[config.mk]
export PLATFORM = sky130hd
export DESIGN_NAME = dense_layer_mac_flat
export DESIGN_NICKNAME = d
export VERILOG_FILES = /design/src/rtl/dense_layer_mac_if.sv /design/src/rtl/dense_layer_mac.sv /design/src/flat_wrapper.sv
export SDC_FILE = /design/constraint.sdc
export NUM_CORES = 2
export LEC_CHECK = 0
export BUFFER_PORTS_ARGS = -buffer_cell sky130_fd_sc_hd__clkbuf_2
export CAP_MARGIN = 20
export CORE_MARGIN = 4
export CORE_UTILIZATION = 42
export DETAILED_ROUTE_END_ITERATION = 10
export HOLD_SLACK_MARGIN = 0.03
export PLACE_DENSITY = 0.63
export REMOVE_ABC_BUFFERS = 1
export SYNTH_ARGS = -nofsm -noshare
export SYNTH_HDL_FRONTEND = slang
export SYNTH_SLANG_ARGS = --single-unit
export TNS_END_PERCENT = 5
[constraint.sdc]
create_clock -name pclk -period 11.1 [get_ports pclk]
set_input_delay 0 -clock pclk [delete_from_list [all_inputs] [get_ports pclk]]
set_output_delay 0 -clock pclk [all_outputs]
set_load 0.01 [all_outputs]
[src/rtl/dense_layer_mac_if.sv]
// Handshake and data bus for dense_layer_mac: frame control, pixel stream, weight ROM port and results.
// The slave modport is the engine side; the master modport is the surrounding system (source, ROM, sink).
interface dense_layer_mac_if #(
    parameter int N_OUT      = 10,
    parameter int PIX_WIDTH  = 8,
    parameter int W_WIDTH    = 8,
    parameter int ACC_WIDTH  = 32,
    parameter int ADDR_WIDTH = 10,
    parameter int IDX_WIDTH  = 4
);
    logic                       start;
    logic                       busy;
    logic                       pixel_valid;
    logic                       pixel_ready;
    logic [PIX_WIDTH-1:0]       pixel_in;
    logic [ADDR_WIDTH-1:0]      rom_addr;
    logic [N_OUT*W_WIDTH-1:0]   rom_q;
    logic [N_OUT*ACC_WIDTH-1:0] acc_out;
    logic                       result_valid;
    logic [IDX_WIDTH-1:0]       class_idx;

    modport master (
        output start, pixel_valid, pixel_in, rom_q,
        input  busy, pixel_ready, rom_addr, acc_out, result_valid, class_idx
    );

    modport slave (
        input  start, pixel_valid, pixel_in, rom_q,
        output busy, pixel_ready, rom_addr, acc_out, result_valid, class_idx
    );
endinterface

[src/rtl/dense_layer_mac.sv]
// Streaming fully-connected layer: one unsigned pixel per cycle times a ROM weight row into N_OUT
// saturating signed accumulators. Define ARGMAX_EN to build the sequential argmax SCAN stage.
module dense_layer_mac #(
    parameter int N_IN       = 784,
    parameter int N_OUT      = 10,
    parameter int PIX_WIDTH  = 8,
    parameter int W_WIDTH    = 8,
    parameter int ACC_WIDTH  = 32,
    parameter int ADDR_WIDTH = 10,
    parameter int IDX_WIDTH  = 4
) (
    input  logic             pclk,
    input  logic             rst,
    dense_layer_mac_if.slave bus
);
    localparam int PROD_W = PIX_WIDTH + W_WIDTH + 1;
    localparam int SUM_W  = ((ACC_WIDTH > PROD_W) ? ACC_WIDTH : PROD_W) + 1;
    localparam logic signed [SUM_W-1:0] ACC_MAX =
        {{(SUM_W-ACC_WIDTH+1){1'b0}}, {(ACC_WIDTH-1){1'b1}}};
    localparam logic signed [SUM_W-1:0] ACC_MIN =
        {{(SUM_W-ACC_WIDTH+1){1'b1}}, {(ACC_WIDTH-1){1'b0}}};

    typedef enum logic [2:0] {
        IDLE,
        MAC,
        DRAIN,
`ifdef ARGMAX_EN
        SCAN,
`endif
        DONE
    } state_t;

    state_t                      state_q, state_d;
    logic [ADDR_WIDTH-1:0]       cnt_q;
    logic [PIX_WIDTH-1:0]        pixel_r;
    logic                        vld_q;
    logic signed [ACC_WIDTH-1:0] acc_q [N_OUT];
    logic signed [ACC_WIDTH-1:0] acc_d [N_OUT];
    logic signed [PROD_W-1:0]    prod  [N_OUT];
    logic signed [SUM_W-1:0]     sum   [N_OUT];
    logic                        accept;
    logic                        last_accept;
    logic                        frame_start;

`ifdef ARGMAX_EN
    logic [IDX_WIDTH-1:0]        scan_q;
    logic [IDX_WIDTH-1:0]        best_idx_q;
    logic signed [ACC_WIDTH-1:0] best_q;
`endif

    assign frame_start = (state_q == IDLE) && bus.start;
    assign accept      = (state_q == MAC) && bus.pixel_valid;
    assign last_accept = accept && (cnt_q == ADDR_WIDTH'(N_IN - 1));

    assign bus.busy         = (state_q != IDLE);
    assign bus.pixel_ready  = (state_q == MAC);
    assign bus.result_valid = (state_q == DONE);
    assign bus.rom_addr     = cnt_q;

    always_ff @(posedge pclk or negedge rst) begin
        if (!rst) begin
            state_q <= IDLE;
        end else begin
            state_q <= state_d;
        end
    end

    // NOTE: state_d gets a default before the case so no path leaves it unassigned (no latch).
    always_comb begin
        state_d = state_q;
        case (state_q)
            IDLE:  if (bus.start) state_d = MAC;
            MAC:   if (last_accept) state_d = DRAIN;
`ifdef ARGMAX_EN
            DRAIN: state_d = SCAN;
            SCAN:  if (scan_q == IDX_WIDTH'(N_OUT - 1)) state_d = DONE;
`else
            DRAIN: state_d = DONE;
`endif
            DONE:  state_d = IDLE;
            default: state_d = IDLE;
        endcase
    end

    // Pixel is zero-extended, weight sign-extended, both to the full product width; the sum carries
    // one guard bit so the clamp sees the true result before it is narrowed back to ACC_WIDTH.
    always_comb begin
        for (int j = 0; j < N_OUT; j++) begin
            prod[j] = $signed({{(W_WIDTH+1){1'b0}}, pixel_r})
                    * $signed({{(PIX_WIDTH+1){bus.rom_q[j*W_WIDTH+W_WIDTH-1]}},
                               bus.rom_q[j*W_WIDTH +: W_WIDTH]});
            sum[j]  = {{(SUM_W-ACC_WIDTH){acc_q[j][ACC_WIDTH-1]}}, acc_q[j]}
                    + {{(SUM_W-PROD_W){prod[j][PROD_W-1]}}, prod[j]};
            if (sum[j] > ACC_MAX) begin
                acc_d[j] = ACC_MAX[ACC_WIDTH-1:0];
            end else if (sum[j] < ACC_MIN) begin
                acc_d[j] = ACC_MIN[ACC_WIDTH-1:0];
            end else begin
                acc_d[j] = sum[j][ACC_WIDTH-1:0];
            end
        end
    end

    // NOTE: registered state uses non-blocking assignments so every flop samples pre-edge values.
    // NOTE: the accumulator bank is reset because acc_out must read zero straight out of reset.
    always_ff @(posedge pclk or negedge rst) begin
        if (!rst) begin
            cnt_q   <= '0;
            pixel_r <= '0;
            vld_q   <= 1'b0;
            for (int j = 0; j < N_OUT; j++) acc_q[j] <= '0;
        end else begin
            vld_q <= accept;
            if (accept) begin
                pixel_r <= bus.pixel_in;
                cnt_q   <= last_accept ? '0 : cnt_q + 1'b1;
            end
            if (frame_start) begin
                cnt_q <= '0;
                for (int j = 0; j < N_OUT; j++) acc_q[j] <= '0;
            end else if (vld_q) begin
                for (int j = 0; j < N_OUT; j++) acc_q[j] <= acc_d[j];
            end
        end
    end

    always_comb begin
        for (int j = 0; j < N_OUT; j++) begin
            bus.acc_out[j*ACC_WIDTH +: ACC_WIDTH] = acc_q[j];
        end
    end

`ifdef ARGMAX_EN
    // Running best starts at the most negative value, so channel 0 always seeds the index and
    // only a strictly greater value can displace an earlier channel.
    always_ff @(posedge pclk or negedge rst) begin
        if (!rst) begin
            scan_q     <= '0;
            best_idx_q <= '0;
            best_q     <= '0;
        end else if (frame_start) begin
            best_idx_q <= '0;
        end else if (state_q == DRAIN) begin
            scan_q     <= '0;
            best_idx_q <= '0;
            best_q     <= ACC_MIN[ACC_WIDTH-1:0];
        end else if (state_q == SCAN) begin
            scan_q <= scan_q + 1'b1;
            if (acc_q[scan_q] > best_q) begin
                best_q     <= acc_q[scan_q];
                best_idx_q <= scan_q;
            end
        end
    end

    assign bus.class_idx = best_idx_q;
`else
    assign bus.class_idx = '0;
`endif
endmodule

[src/flat_wrapper.sv]
// flat-port wrapper written by rule: the top's interface ports become plain ports
module dense_layer_mac_flat 
#(
    parameter int N_IN       = 784,
    parameter int N_OUT      = 10,
    parameter int PIX_WIDTH  = 8,
    parameter int W_WIDTH    = 8,
    parameter int ACC_WIDTH  = 32,
    parameter int ADDR_WIDTH = 10,
    parameter int IDX_WIDTH  = 4
)
  (pclk, rst, bus_start, bus_pixel_valid, bus_pixel_in, bus_rom_q, bus_busy, bus_pixel_ready, bus_rom_addr, bus_acc_out, bus_result_valid, bus_class_idx);
  dense_layer_mac_if #(.N_OUT(N_OUT), .PIX_WIDTH(PIX_WIDTH), .W_WIDTH(W_WIDTH), .ACC_WIDTH(ACC_WIDTH), .ADDR_WIDTH(ADDR_WIDTH), .IDX_WIDTH(IDX_WIDTH)) bus_i ();
  input  logic pclk;
  input  logic rst;
  input wire logic [$bits(bus_i.start)-1:0] bus_start;
  input wire logic [$bits(bus_i.pixel_valid)-1:0] bus_pixel_valid;
  input wire logic [$bits(bus_i.pixel_in)-1:0] bus_pixel_in;
  input wire logic [$bits(bus_i.rom_q)-1:0] bus_rom_q;
  output wire logic [$bits(bus_i.busy)-1:0] bus_busy;
  output wire logic [$bits(bus_i.pixel_ready)-1:0] bus_pixel_ready;
  output wire logic [$bits(bus_i.rom_addr)-1:0] bus_rom_addr;
  output wire logic [$bits(bus_i.acc_out)-1:0] bus_acc_out;
  output wire logic [$bits(bus_i.result_valid)-1:0] bus_result_valid;
  output wire logic [$bits(bus_i.class_idx)-1:0] bus_class_idx;
  assign bus_i.start = bus_start;
  assign bus_i.pixel_valid = bus_pixel_valid;
  assign bus_i.pixel_in = bus_pixel_in;
  assign bus_i.rom_q = bus_rom_q;
  assign bus_busy = bus_i.busy;
  assign bus_pixel_ready = bus_i.pixel_ready;
  assign bus_rom_addr = bus_i.rom_addr;
  assign bus_acc_out = bus_i.acc_out;
  assign bus_result_valid = bus_i.result_valid;
  assign bus_class_idx = bus_i.class_idx;
  dense_layer_mac #(.N_IN(N_IN), .N_OUT(N_OUT), .PIX_WIDTH(PIX_WIDTH), .W_WIDTH(W_WIDTH), .ACC_WIDTH(ACC_WIDTH), .ADDR_WIDTH(ADDR_WIDTH), .IDX_WIDTH(IDX_WIDTH)) u_core (.pclk(pclk), .rst(rst), .bus(bus_i));
endmodule
---- After elaboration in Yosys (flattened, before gate mapping) ----
Index checks and enable logic that the tools add are counted.
word-level totals
  flip-flop bits (word level) ............. 342
  bits of input ports ..................... 92
  output and inout port bits .............. 337
  word-level logic and storage cells ...... 97
cells by class
  $add $sub $neg .......................... 11
  $mul .................................... 10
  magnitude comparators ................... 20
  equality and inequality tests ........... 6
  mux-type cells .......................... 28
  reduce and logical (&&, ||, !) cells .... 8
operators by type and width
  operator                                                         count
  2-to-1 mux 32 bit                                                20
  2-to-1 mux 320 bit                                               2
  adder 32 x 17 -> 33 bit                                          10
  greater-than comparator 33 x 32 -> 1 bit, second input constant  10
  < comparator 33 x 32 -> 1 bit, second input constant             10
  multiplier 9 x 8 -> 17 bit                                       10
  2-to-1 mux 10 bit                                                3
  adder 10 x 1 -> 10 bit, second input constant                    1
  == test 10 bit, second input constant                            1
  case mux 3 bit (3 select lines)                                  1
  == test 3 x 2 -> 1 bit, second input constant                    2
  2-to-1 mux 3 bit                                                 2
  nonzero test 2 bit                                               2
  == test 3 x 1 -> 1 bit, second input constant                    1
  logical AND 1 bit                                                3
  zero test 3 bit                                                  1
  nonzero test 3 bit                                               1
  != test 2 x 1 -> 1 bit, second input constant                    1
  != test 2 bit, second input constant                             1
  AND reduction 2 bit                                              1

---- Longest topological paths before layout ----
  depth after elaboration ................. 7
  depth in mapped cells ................... 25
  mapped depth without buffers ............ 20

---- Worst setup path after synthesis ----
No wires, ideal clock.
  path type ............................... flip-flop to flip-flop
  start ................................... register u_core.pixel_r[7]
  end ..................................... register u_core.acc_q, in the netlist u_core.bus.acc_out[90]
  library setup time ...................... 126 ps
  arrival ................................. 6146 ps
  data required time ...................... 10974 ps
  setup slack ............................. 4828 ps
  cell stages (with the launch flop) ...... 23
  path buffers ............................ 5
  period minus slack after synthesis ...... 6272 ps
  cell sequence ........................... dfrtp_1 > clkbuf_1 > clkbuf_1 > clkbuf_1 > nand2_1 > fa_1 > inv_1 > fa_1 > fa_1 > fa_1 > fa_1 > ha_1 > nand2_1 > or3_1 > o21ai_2 > a41oi_1 > nor4b_2 > a31oi_1 > nand2b_1 > o21a_1 > buf_2 > buf_2 > a221o_1
on the way
  cells in the longest elaborated chain, start to end .. 7
RTL lines
  element                         RTL line                text
  start: declaration              dense_layer_mac.sv:35   logic [PIX_WIDTH-1:0] pixel_r;
  start signal: assignment        dense_layer_mac.sv:115  pixel_r <= bus.pixel_in;
  multiplier 9 x 8 -> 17 bit (*)  dense_layer_mac.sv:90   * $signed({{(PIX_WIDTH+1){bus.rom_q[j*W_WIDTH+W_WIDTH-1]}},
  adder 32 x 17 -> 33 bit (*)     dense_layer_mac.sv:93   + {{(SUM_W-PROD_W){prod[j][PROD_W-1]}}, prod[j]};
  < comparator 33 x 32 -> 1 bit   dense_layer_mac.sv:96   end else if (sum[j] < ACC_MIN) begin
  2-to-1 mux 32 bit               dense_layer_mac.sv:96
  2-to-1 mux 32 bit (*)           dense_layer_mac.sv:94   if (sum[j] > ACC_MAX) begin
  2-to-1 mux 320 bit (*)          dense_layer_mac.sv:121  end else if (vld_q) begin
  2-to-1 mux 320 bit (*)          dense_layer_mac.sv:118  if (frame_start) begin
  end: declaration                dense_layer_mac.sv:37   logic signed [ACC_WIDTH-1:0] acc_q [N_OUT];
Every way passes the cells marked *; elsewhere a longest branch is shown, timed or not. The select of a mux whose other input is x is not followed.
A chain may end at the register's enable or synchronous reset.

---- Final worst setup path ----
  start ................................... register u_core.pixel_r[6]
  end ..................................... register u_core.acc_q, in the netlist u_core.bus.acc_out[158]
The elaborated chain is that of the path after synthesis.

==> flow_metrics.env <==
export IMPL_ys_ff_latch=341
export IMPL_initial_core_util_pct=42.3
export IMPL_r2r_start="u_core.pixel_r[6]"
export IMPL_ios=429
export IMPL_fin_crit_ns=7.78
export IMPL_synth_cell_types=93
export IMPL_syn_avg_cell_area_um2=9.23
export IMPL_cts_buffer_depth=3
export IMPL_tightest_slew_ns=1.06
export IMPL_dpl_instance_area_mm2=0.0584
export IMPL_start_kind="flop"
export IMPL_vias_per_cell=5.46
export IMPL_ant_nets=0
export IMPL_worstPathRequired_ns=11.64
export IMPL_outcome="finished clean"
export IMPL_io_buffers=424
export IMPL_hold_violations=0
export IMPL_synth_compound_area_share_pct=15.7
export IMPL_grt_pass1_vias=45500
export IMPL_cts_tree="done"
export IMPL_worst_path_stages=20
export IMPL_grtUsageTotal_pct=22.2
export IMPL_hold_ws_ns=0.0708
export IMPL_cp_arrival_ns=8.32
export IMPL_cp_max_fo=41
export IMPL_rows=132
export IMPL_endpoint="u_core.bus.acc_out[158]"
export IMPL_synthAdderAreaFrac_pct=44.4
export IMPL_reg2reg_slack_ns=3.32
export IMPL_wl_mm=151
export IMPL_slew_violations=0
export IMPL_synth_top_flop_cell="dfrtp_1"
export IMPL_drc_errors=0
export IMPL_fin_crit_sh_pct=70.1
export IMPL_gp_routability_congestion=0.888
export IMPL_layout_common_cells="ha_1, inv_1, nand2_1"
export IMPL_rr_worst_depth=20
export IMPL_muxShareOfSynthArea_pct=0.281
export IMPL_crit_type="reg2reg"
export IMPL_setup_violations=0
export IMPL_final_area_mm2=0.0605
export IMPL_setup_worst_path_start="u_core.pixel_r[6]"
export IMPL_cts_clk_slew_worst_paths_ns=0.06
export IMPL_area_growth_pct=10.5
export IMPL_cap_violations=0
export IMPL_nets=7939
export IMPL_ctsRootBufferMaster="clkbuf_16"
export IMPL_nFillCells=12600
export IMPL_crit_buf_inv=4
export IMPL_gr_total_overflow=0
export IMPL_synth_edf_count=0
export IMPL_cts_resized_gates=0
export IMPL_die_x_um=369
export IMPL_clock_sinks=341
export IMPL_synthCells=5935
export IMPL_hold_path_class="in2reg"
export IMPL_reg2reg_to="u_core.bus.acc_out[158]"
export IMPL_initialDrtViolationCount=2510
export IMPL_cp_top_family="adder cells"
export IMPL_grt_max_degree=91
export IMPL_grt_setup_unrepaired="false"
export IMPL_synth_xor_area_share_pct=4.25
export IMPL_dp_hpwl_mm=118
export IMPL_synth_top_family_by_area="adder cells"
export IMPL_worstPathCellList="buf_4 -> nand2_1 -> fa_1 -> inv_1 -> fa_1 -> inv_1 -> fa_1 -> inv_1 -> fa_1 -> fa_1 -> ha_1 -> a2111o_1 -> a311o_1 -> a41oi_1 -> o211ai_1 -> a21oi_1 -> xnor2_1 -> a21boi_1 -> nand2_1 -> o211ai_1"
export IMPL_yosysWarnings=0
export IMPL_cpPeakStageDelay_ns=0.78
export IMPL_endpoint_kind="flop"
export IMPL_drive_above_1_share_pct=10.3
export IMPL_synth_simple_gate_area_share_pct=12.7
export IMPL_vias=43800
export IMPL_antenna_found_initial=20
export IMPL_fmax_mhz=128
export IMPL_crit_slowest_cell="dfrtp_4"
export IMPL_grt_pass1_wl_mm=247
export IMPL_die_area_mm2=0.136
export IMPL_firstDrtPassIters=5
export IMPL_wire_per_inst_um=18.8
export IMPL_async_flop_share_pct=100
export IMPL_cts_buffers_inserted=51
export IMPL_final_common_cell="ha_1"
export IMPL_maxSlewHeadroom_pct=29.4
export IMPL_clk_latency_ns=0.65
export IMPL_crit_path_frequent_cell="fa_1"
export IMPL_core_area_mm2=0.129
export IMPL_yosysSeqAreaShare_pct=15.6
export IMPL_syn_cell_area_mm2=0.0548
export IMPL_htree_levels=2
export IMPL_die_h_um=369
export IMPL_final_setup_skew_ns=0.0184
## through the flow
stage | utilization, % | setup slack, ns | setup TNS [ns] | cells
finish | 46.7 | 3.32 | 0 | 8015
global route | 46.7 | 2.69 | 0 | 8010
CTS | 46.7 | 3.31 | 0 | 8000
detailed placement | 45.1 | 3.41 | 0 | 7886
global placement | 45.1 | 3.55 | 0 | 7886
floorplan | - | -2.02 | -471.83 | 5685
## Yosys cell counts, drive strengths merged, types with 159 or more instances
cell type	number	area share (%)
ha	1105	25
inv	743	5.1
nand2	558	3.8
fa	524	19
dfrtp	341	16
and2	335	3.8
a21oi	288	2.6
o21ai	232	2.1
nor2	216	1.5
clkbuf	205	1.4
xnor2	161	2.6
a21o	159	2.2
## routing by layer
layer	vias to the layer above	GRT usage, %	routed length (um)
met4	12	5.18	3610
met5	-	0	80
met1	21700	30.3	68800
met3	182	4.61	9270
li1	21000	-	-
met2	889	36.4	68800
## area by class of cell
| type | instances | area (um2) | share of cell area [%] |
|---|---|---|---|
| clock buffers | 68 | 1480 | 2.45 |
| inverters | 743 | 2790 | 4.61 |
| repair buffers | 480 | 2620 | 4.33 |
| well taps | 1742 | 2180 | 3.60 |
| clock inverters | 26 | 354 | 0.585 |
| multi-input cells | 4601 | 42500 | 70.2 |
| diodes | 14 | 35.0 | 0.0579 |
| flip-flops and latches | 341 | 8560 | 14.1 |
## cells by family after synthesis
family | after synthesis
other | 1
multiplexers | 14
adder cells (fa/ha/maj) | 1631
XOR/XNOR | 265
flip-flops | 341
buffers and inverters | 996
AND/OR/NAND/NOR | 1436
AO/OA/AOI/OAI | 1251
## registers in the layout, indices dropped and copies added (netlist names)
register and count:
u_core.bus.acc_out 320, u_core.state_q 2, u_core.vld_q 1, u_core.pixel_r 8
u_core.bus.rom_addr 10
## worst min path at each step
stage                   from                 endpoint  slack (ns)  cells after the start
6_report       bus_rom_q[32]  u_core.bus.acc_out[128]        0.07                      5
3_5_place_dp             rst  u_core.bus.acc_out[286]        0.12                      1
4_1_cts        bus_rom_q[32]  u_core.bus.acc_out[128]        0.03                      5
5_1_grt        bus_rom_q[72]  u_core.bus.acc_out[288]        0.10                      5
2_1_floorplan            rst    u_core.bus.acc_out[0]       -0.30                      0
3_3_place_gp             rst  u_core.bus.acc_out[286]        0.12                      1
## worst reg2reg max path: stages, from the launching register on
cell	delay [ns]
dfrtp_4	0.78
buf_4	0.59
nand2_1	0.19
fa_1	0.53
inv_1	0.05
fa_1	0.50
inv_1	0.06
fa_1	0.53
inv_1	0.05
fa_1	0.38
fa_1	0.40
ha_1	0.26
a2111o_1	0.41
a311o_1	0.30
a41oi_1	0.41
o211ai_1	0.22
a21oi_1	0.21
xnor2_1	0.21
a21boi_1	0.52
nand2_1	0.75
o211ai_1	0.34
## repair_timing
action	4_1_cts	5_1_grt
setup endpoints to repair	0	0
hold buffers	20	0
endpoints found under the hold margin	109	0
buffers inserted	0	0
Power is left out: the tool's default activity adds up to more than one toggle a clock period on the data nets, which glitch-free logic cannot reach.
